**src/rtl/counter_share_arb.sv**
```systemverilog
// Round-robin arbiter that lends one shared up/down counter to two requesters.
// Optional PAUSE_EN macro adds a pause_i input that freezes a running job.
module counter_share_arb #(
  parameter int WIDTH = 8
) (
  input  logic             clk_i,
  input  logic             reset_ni,
  input  logic             req0_i,
  input  logic             dir0_i,
  input  logic [WIDTH-1:0] target0_i,
  input  logic             req1_i,
  input  logic             dir1_i,
  input  logic [WIDTH-1:0] target1_i,
`ifdef PAUSE_EN
  input  logic             pause_i,
`endif
  output logic             gnt0_o,
  output logic             gnt1_o,
  output logic             done0_o,
  output logic             done1_o,
  output logic             busy_o,
  output logic [WIDTH-1:0] count_o
);

  typedef enum logic [1:0] {ST_IDLE, ST_RUN, ST_DONE} state_e;

  state_e           state_q, state_d;
  logic             owner_q, owner_d;
  logic             last_q, last_d;
  logic             dir_q, dir_d;
  logic [WIDTH-1:0] tgt_q, tgt_d;
  logic [WIDTH-1:0] count_q, count_d;
  logic             gnt0_q, gnt0_d;
  logic             gnt1_q, gnt1_d;
  logic             done0_q, done0_d;
  logic             done1_q, done1_d;
  logic             busy_q, busy_d;
  logic             owner_req;
  logic             pause_act;
  logic             step_en;

`ifdef PAUSE_EN
  assign pause_act = pause_i;
`else
  assign pause_act = 1'b0;
`endif

  assign owner_req = owner_q ? req1_i : req0_i;

  // last_q resets to 1 so requester 0 wins the first tie.
  always_ff @(posedge clk_i or negedge reset_ni) begin
    if (!reset_ni) begin
      state_q <= ST_IDLE;
      owner_q <= 1'b0;
      last_q  <= 1'b1;
      dir_q   <= 1'b0;
      tgt_q   <= '0;
      count_q <= '0;
      gnt0_q  <= 1'b0;
      gnt1_q  <= 1'b0;
      done0_q <= 1'b0;
      done1_q <= 1'b0;
      busy_q  <= 1'b0;
    end else begin
      state_q <= state_d;
      owner_q <= owner_d;
      last_q  <= last_d;
      dir_q   <= dir_d;
      tgt_q   <= tgt_d;
      count_q <= count_d;
      gnt0_q  <= gnt0_d;
      gnt1_q  <= gnt1_d;
      done0_q <= done0_d;
      done1_q <= done1_d;
      busy_q  <= busy_d;
    end
  end

  always_comb begin
    state_d = state_q;
    owner_d = owner_q;
    last_d  = last_q;
    dir_d   = dir_q;
    tgt_d   = tgt_q;
    step_en = 1'b0;
    unique case (state_q)
      ST_IDLE: begin
        if (req0_i || req1_i) begin
          owner_d = (req0_i && req1_i) ? ~last_q : req1_i;
          dir_d   = owner_d ? dir1_i : dir0_i;
          tgt_d   = owner_d ? target1_i : target0_i;
          state_d = ST_RUN;
        end
      end
      ST_RUN: begin
        if (!owner_req) begin
          state_d = ST_IDLE;
          last_d  = owner_q;
        end else if (!pause_act) begin
          if (count_q == tgt_q) begin
            state_d = ST_DONE;
            last_d  = owner_q;
          end else begin
            step_en = 1'b1;
          end
        end
      end
      ST_DONE: state_d = ST_IDLE;
      default: state_d = ST_IDLE;
    endcase
  end

  // Outputs are computed from next state so they land in registers.
  always_comb begin
    count_d = count_q;
    if (step_en) begin
      count_d = dir_q ? count_q + WIDTH'(1) : count_q - WIDTH'(1);
    end
    busy_d  = (state_d != ST_IDLE);
    gnt0_d  = busy_d && !owner_d;
    gnt1_d  = busy_d && owner_d;
    done0_d = (state_d == ST_DONE) && !owner_d;
    done1_d = (state_d == ST_DONE) && owner_d;
  end

  assign gnt0_o  = gnt0_q;
  assign gnt1_o  = gnt1_q;
  assign done0_o = done0_q;
  assign done1_o = done1_q;
  assign busy_o  = busy_q;
  assign count_o = count_q;

endmodule

```
**config.mk**
```make
export PLATFORM = sky130hd
export DESIGN_NAME = counter_share_arb
export DESIGN_NICKNAME = d
export VERILOG_FILES = /design/src/rtl/counter_share_arb.sv
export SDC_FILE = /design/constraint.sdc
export NUM_CORES = 1
export LEC_CHECK = 0
export CORE_ASPECT_RATIO = 0.8
export CORE_MARGIN = 4
export CORE_UTILIZATION = 38
export DETAILED_ROUTE_END_ITERATION = 16
export GPL_TIMING_DRIVEN = 0
export PLACE_DENSITY = 0.72
export SYNTH_ARGS = -nofsm -noshare
export SYNTH_HDL_FRONTEND = slang
export SYNTH_SLANG_ARGS = --single-unit
```
**constraint.sdc**
```tcl
create_clock -name clk_i -period 2.1 [get_ports clk_i]
set_input_delay 0.42 -clock clk_i [delete_from_list [all_inputs] [get_ports clk_i]]
set_output_delay 0.42 -clock clk_i [all_outputs]
set_load 0.1 [all_outputs]
```
; Word level (Yosys, flattened, before mapping)
; Index checks and enable logic that the tools add are counted.
[op_classes]
bitwise = 1
n_reduce_logical = 11
n_mux = 16
n_eq_ne = 4
addsub = 2
[ops]
columns = op, n
row1 = $mux W8, 2
row2 = $mux W1, 10
row3 = $add A8 B1 Y8 const B, 1
row4 = $eq A8 B8 Y1, 1
row5 = $sub A8 B1 Y8 const B, 1
row6 = $mux W2, 3
row7 = $logic_and A1 B1 Y1, 5
row8 = $pmux W2 S2, 1
row9 = $reduce_and A2 Y1, 2
row10 = $eq A2 B1 Y1 const B, 1
row11 = $eq A2 B2 Y1 const B, 1
row12 = $logic_not A2 Y1, 1
row13 = $ne A2 B1 Y1 const B, 1
row14 = $reduce_bool A2 Y1, 1
row15 = $logic_not A1 Y1, 1
row16 = $logic_or A1 B1 Y1, 1
row17 = $not A1 Y1, 1
[totals]
ff_bits = 26
input_bits = 22
word_cells = 45
out_inout_bits = 13

; Depth between registers and ports, before layout
[depth]
word_depth = 6
mapped_depth = 7
ltp_nobuf = 7

; Least setup slack after synthesis
; No wires, ideal clock.
[synth_timing]
path_kind = register to register
from = register count_q[1], in the netlist count_o[1]
to = register count_q[7], in the netlist count_o[7]
arrival_ns = 2.217
setup_time_ns = 0.159
setup_slack_ns = -0.276
stages_incl_launch_ff = 7
required_ns = 1.941
n_path_buf = 0
path_cell_list = dfrtp_1 ha_1 a211oi_1 o21ai_0 a211oi_1 o21bai_1 xnor2_1
[synth_between]
elab_chain_len = 4
[synth_rtl]
columns = item, line
row1 = start: declaration, 32  ; logic [WIDTH-1:0] count_q, count_d;
row2 = start signal: assignment, 70  ; count_q <= count_d;
row3 = "parallel branches: the longest is 4 deep, another holds $sub A8 B1 Y8", n/a
; Parallel ways; which one is timed is not known.
; A chain may end at the register's enable or synchronous reset.

; Final worst setup path
[layout_timing]
from = register count_q[0], in the netlist count_o[0]
to = output count_o[0]
[layout_lines]
columns = item, line
row1 = end: declaration, 22  ; output logic [WIDTH-1:0] count_o
; No word-level cell between the ends.

==> flow_results.xml <==
<?xml version="1.0" encoding="UTF-8"?>
<metrics>
  <group name="min_path">
    <metric name="worst_hold_path.endpoint" unit="">count_o[7]$_DFFE_PN0P_</metric>
    <metric name="hold_path.class" unit="">register to register</metric>
    <metric name="timing.hold.worst_path_depth" unit="">1</metric>
    <metric name="holdCritStartpoint" unit="">count_o[7]$_DFFE_PN0P_</metric>
  </group>
  <group name="die">
    <metric name="effective_utilization_at_floorplan" unit="">0.406</metric>
    <metric name="chipHeight" unit="um">63.0</metric>
    <metric name="die_area" unit="mm^2">0.00483</metric>
    <metric name="fp-row-count" unit="">19</metric>
    <metric name="placeableCoreArea" unit="mm^2">0.00354</metric>
    <metric name="dieWidth" unit="um">76.7</metric>
    <metric name="total_i_o_pin_count" unit="">35</metric>
  </group>
  <group name="cts">
    <metric name="post-cts-setup-buffers" unit="">0</metric>
    <metric name="clock_insertion_delay_worst_skew" unit="ns">0.27</metric>
    <metric name="clk_transition_reported_paths" unit="ns">0.09</metric>
    <metric name="tritoncts.num_buffers" unit="">3</metric>
    <metric name="cts_buffer_depth" unit="">2</metric>
    <metric name="ctsResizeCount" unit="">13</metric>
    <metric name="clock_tree.htree_level_count" unit="">1</metric>
    <metric name="clock_tree_from_tritoncts" unit="">yes</metric>
    <metric name="clkSinkCount" unit="">26</metric>
    <metric name="root_buffer_cell" unit="">sky130_fd_sc_hd__clkbuf_8</metric>
    <metric name="hold_buffer_count_at_cts" unit="">0</metric>
  </group>
  <group name="timing">
    <metric name="max_slew.worst_pin.slew" unit="ns">1.20</metric>
    <metric name="slew_headroom" unit="">0.198</metric>
    <metric name="period_needed" unit="ns">2.05</metric>
    <metric name="final_slew_violations" unit="">0</metric>
    <metric name="finalHoldViolCount" unit="">0</metric>
    <metric name="setup-violations-final" unit="">0</metric>
    <metric name="fmax" unit="MHz">488</metric>
    <metric name="unrepaired_setup_endpoints_after_global_routing" unit="">false</metric>
    <metric name="timing.clock.skew" unit="ns">0.00317</metric>
    <metric name="fin_setup_tns" unit="ns">0</metric>
    <metric name="fin_crit_sh" unit="">0.975</metric>
  </group>
  <group name="worst_setup_path">
    <metric name="critical_path_data_arrival_time" unit="ns">1.63</metric>
    <metric name="launch_instance_of_the_worst_register_to_register_path" unit="">dir_q$_DFFE_PN0P_</metric>
    <metric name="critPathBufInv" unit="">1</metric>
    <metric name="timing.critical_path.slowest_stage_cell" unit="">sky130_fd_sc_hd__dlygate4sd2_1</metric>
    <metric name="cpPeakStageDelay" unit="ns">0.89</metric>
    <metric name="critPathKind" unit="">register to output pin</metric>
    <metric name="cp.required" unit="ns">1.68</metric>
    <metric name="worst_setup_path_start_kind" unit="">register</metric>
    <metric name="critical_path_peak_fanout" unit="">6</metric>
    <metric name="worst_path_dominant_cell_family" unit="">buffers and inverters</metric>
    <metric name="r2r_slack" unit="ns">0.16</metric>
    <metric name="crit-reg2reg-capture" unit="">count_o[6]$_DFFE_PN0P_</metric>
    <metric name="worst_r2r_path_depth" unit="">7</metric>
    <metric name="crit_path_cell_trace" unit="">dlygate4sd2_1</metric>
    <metric name="worstSetupPathDepth" unit="">1</metric>
    <metric name="crit_path_end_kind" unit="">output pin</metric>
  </group>
  <group name="logic_synthesis">
    <metric name="yosysMostFrequentCell" unit="">sky130_fd_sc_hd__dfrtp_1</metric>
    <metric name="synth_top_family_by_area" unit="">compound AO/OA/AOI/OAI gates</metric>
    <metric name="synth_fp_nets" unit="">164</metric>
    <metric name="synthesis.area" unit="mm^2">0.00144</metric>
    <metric name="yosys.area.top_type_share" unit="">0.436</metric>
    <metric name="synth.lib_cells_used.distinct" unit="">33</metric>
    <metric name="synth_largest_area_cell" unit="">sky130_fd_sc_hd__dfrtp_1</metric>
    <metric name="synthXorXnorAreaFrac" unit="">0.0915</metric>
    <metric name="synth_edf_count" unit="">0</metric>
    <metric name="avgSynthCellArea" unit="um^2">10.6</metric>
    <metric name="post_synth_main_area_contributors" unit="">sky130_fd_sc_hd__dfrtp_1 (44%), sky130_fd_sc_hd__mux2i_1 (7.0%), sky130_fd_sc_hd__xor2_1 (6.1%), sky130_fd_sc_hd__ha_1 (5.2%), sky130_fd_sc_hd__o21ai_0 (5.2%)</metric>
    <metric name="netlist_instances" unit="">135</metric>
    <metric name="simple_gate_share_of_the_synthesized_area" unit="">0.118</metric>
    <metric name="ys.flop_type" unit="">sky130_fd_sc_hd__dfrtp_1</metric>
    <metric name="synth.yosys.warnings" unit="">0</metric>
    <metric name="synth_compound_gate_area_share" unit="">0.157</metric>
    <metric name="postSynth.asyncResetShare" unit="">1.00</metric>
    <metric name="synth_fa_ha_area_frac" unit="">0.0662</metric>
    <metric name="synth-seq-area-share" unit="">0.454</metric>
    <metric name="synthTopCellsByCount" unit="">sky130_fd_sc_hd__dfrtp_1 (25), sky130_fd_sc_hd__nand2_1 (17), sky130_fd_sc_hd__o21ai_0 (15), sky130_fd_sc_hd__mux2i_1 (10), sky130_fd_sc_hd__xor2_1 (10)</metric>
    <metric name="synthMuxAreaShare" unit="">0.0854</metric>
    <metric name="synth_seq_cells" unit="">26</metric>
  </group>
  <group name="layout">
    <metric name="final_net_count" unit="">203</metric>
    <metric name="fillerInstances" unit="">318</metric>
    <metric name="antennaDiodeCount" unit="">0</metric>
    <metric name="post_route_cells_drive_above_1_share" unit="">0.139</metric>
    <metric name="areaGrowthSynthToFinish" unit="%">32.4</metric>
  </group>
  <group name="drt">
    <metric name="avgViaCountPerCell" unit="">5.24</metric>
    <metric name="drt_iter0_drc" unit="">47</metric>
    <metric name="ant_nets" unit="">0</metric>
    <metric name="routed_wire_length_per_instance" unit="um">14.5</metric>
    <metric name="drc" unit="">0</metric>
    <metric name="routed_wirelength" unit="mm">3.11</metric>
    <metric name="dr.pass1.iters" unit="">4</metric>
    <metric name="count_of_vias_placed_by_the_detailed_router" unit="">1126</metric>
  </group>
  <group name="place">
    <metric name="place_congestion" unit="">0.822</metric>
    <metric name="portBuffers" unit="">34</metric>
    <metric name="place_hpwl" unit="mm">2.43</metric>
  </group>
  <group name="grt">
    <metric name="grt_usage" unit="">0.136</metric>
    <metric name="grt_antenna_before_repair" unit="">0</metric>
    <metric name="grt_first_pass_wirelength" unit="mm">5.35</metric>
    <metric name="grt_max_degree" unit="">27</metric>
    <metric name="first_global_vias" unit="">1177</metric>
    <metric name="grt_remaining_overflow" unit="">0</metric>
  </group>
  <group name="status">
    <metric name="status" unit="">finished, final reports clean</metric>
  </group>
  <group name="run">
    <metric name="drv_cap" unit="">0</metric>
  </group>
</metrics>
-- per-stage QoR --
step	utilization	hold WS (ns)	setup slack (ns)	cell area, um^2	std cells
3_5_place_dp	0.519	0.495	0.0778	1840	211
6_report	0.537	0.511	0.0528	1900	215
2_1_floorplan	-	0.124	0.0166	1450	135
4_1_cts	0.534	0.517	0.0445	1890	215
3_3_place_gp	0.519	0.484	0.0958	1840	211
5_1_grt	0.537	0.528	0.0108	1900	215
-- logic make-up (layout without fill, tap and decap cells) --
logic type      after synthesis  count (layout)
simple gates                 31              31
xor+xnor                     15              15
mux                          12              12
flops                        26              26
fa+ha+maj                     7               7
buf+inv                       8              46
compound gates               36              36
-- worst register-to-register path, cell delays in order (launching register included) --
cell and delay (ns):
sky130_fd_sc_hd__dfrtp_1 0.43, sky130_fd_sc_hd__inv_2 0.11, sky130_fd_sc_hd__fa_1 0.42, sky130_fd_sc_hd__a21oi_1 0.21
sky130_fd_sc_hd__o211ai_1 0.13, sky130_fd_sc_hd__a21oi_1 0.19, sky130_fd_sc_hd__xnor2_1 0.09, sky130_fd_sc_hd__mux2_2 0.26
-- final cells by class --
class | instances | area [um^2] | area share
Multi-Input combinational cell | 101 | 752 | 0.395
Timing Repair Buffer | 34 | 324 | 0.170
Clock buffer | 3 | 41.3 | 0.0217
Inverter | 4 | 15.0 | 0.00789
Clock inverter | 1 | 30.0 | 0.0158
Buffer | 4 | 26.3 | 0.0138
Sequential cell | 26 | 661 | 0.347
Tap cell | 42 | 52.6 | 0.0276
-- worst max-delay path by stage --
stage,startpoint,end,slack [ns]
3_3_place_gp,count_o[0]$_DFFE_PN0P_,count_o[0],0.1
3_5_place_dp,count_o[0]$_DFFE_PN0P_,count_o[0],0.08
4_1_cts,count_o[0]$_DFFE_PN0P_,count_o[0],0.04
2_1_floorplan,count_o[5]$_DFFE_PN0P_,count_o[1]$_DFFE_PN0P_,0.02
6_report,count_o[0]$_DFFE_PN0P_,count_o[0],0.05
5_1_grt,count_o[0]$_DFFE_PN0P_,count_o[0],0.01
-- placed cells by master (no fill, tap or decap), types with 3 or more instances in the layout --
master                            Yosys  final
sky130_fd_sc_hd__nor2_1               5      5
sky130_fd_sc_hd__a21oi_1              6      5
sky130_fd_sc_hd__clkbuf_8             0      3
sky130_fd_sc_hd__dlygate4sd2_1        0     13
sky130_fd_sc_hd__clkdlybuf4s50_1      0     21
sky130_fd_sc_hd__o21ai_0             15     15
sky130_fd_sc_hd__nand2_1             17     17
sky130_fd_sc_hd__dfrtp_1             25     18
sky130_fd_sc_hd__xor2_1              10     10
sky130_fd_sc_hd__dfrtp_2              0      7
sky130_fd_sc_hd__ha_1                 6      6
sky130_fd_sc_hd__mux2i_1             10     10
sky130_fd_sc_hd__xnor2_1              5      5
sky130_fd_sc_hd__o211ai_1             3      3
sky130_fd_sc_hd__inv_1                4      3
-- metal layers --
metal,wire [um],GRT usage
met1,1400,0.167
met2,1520,0.233
met3,163,0.0418
met4,25,0.0317
met5,0,0
Power is left out: the tool's default activity adds up to more than one toggle a clock period on the data nets, which glitch-free logic cannot reach.
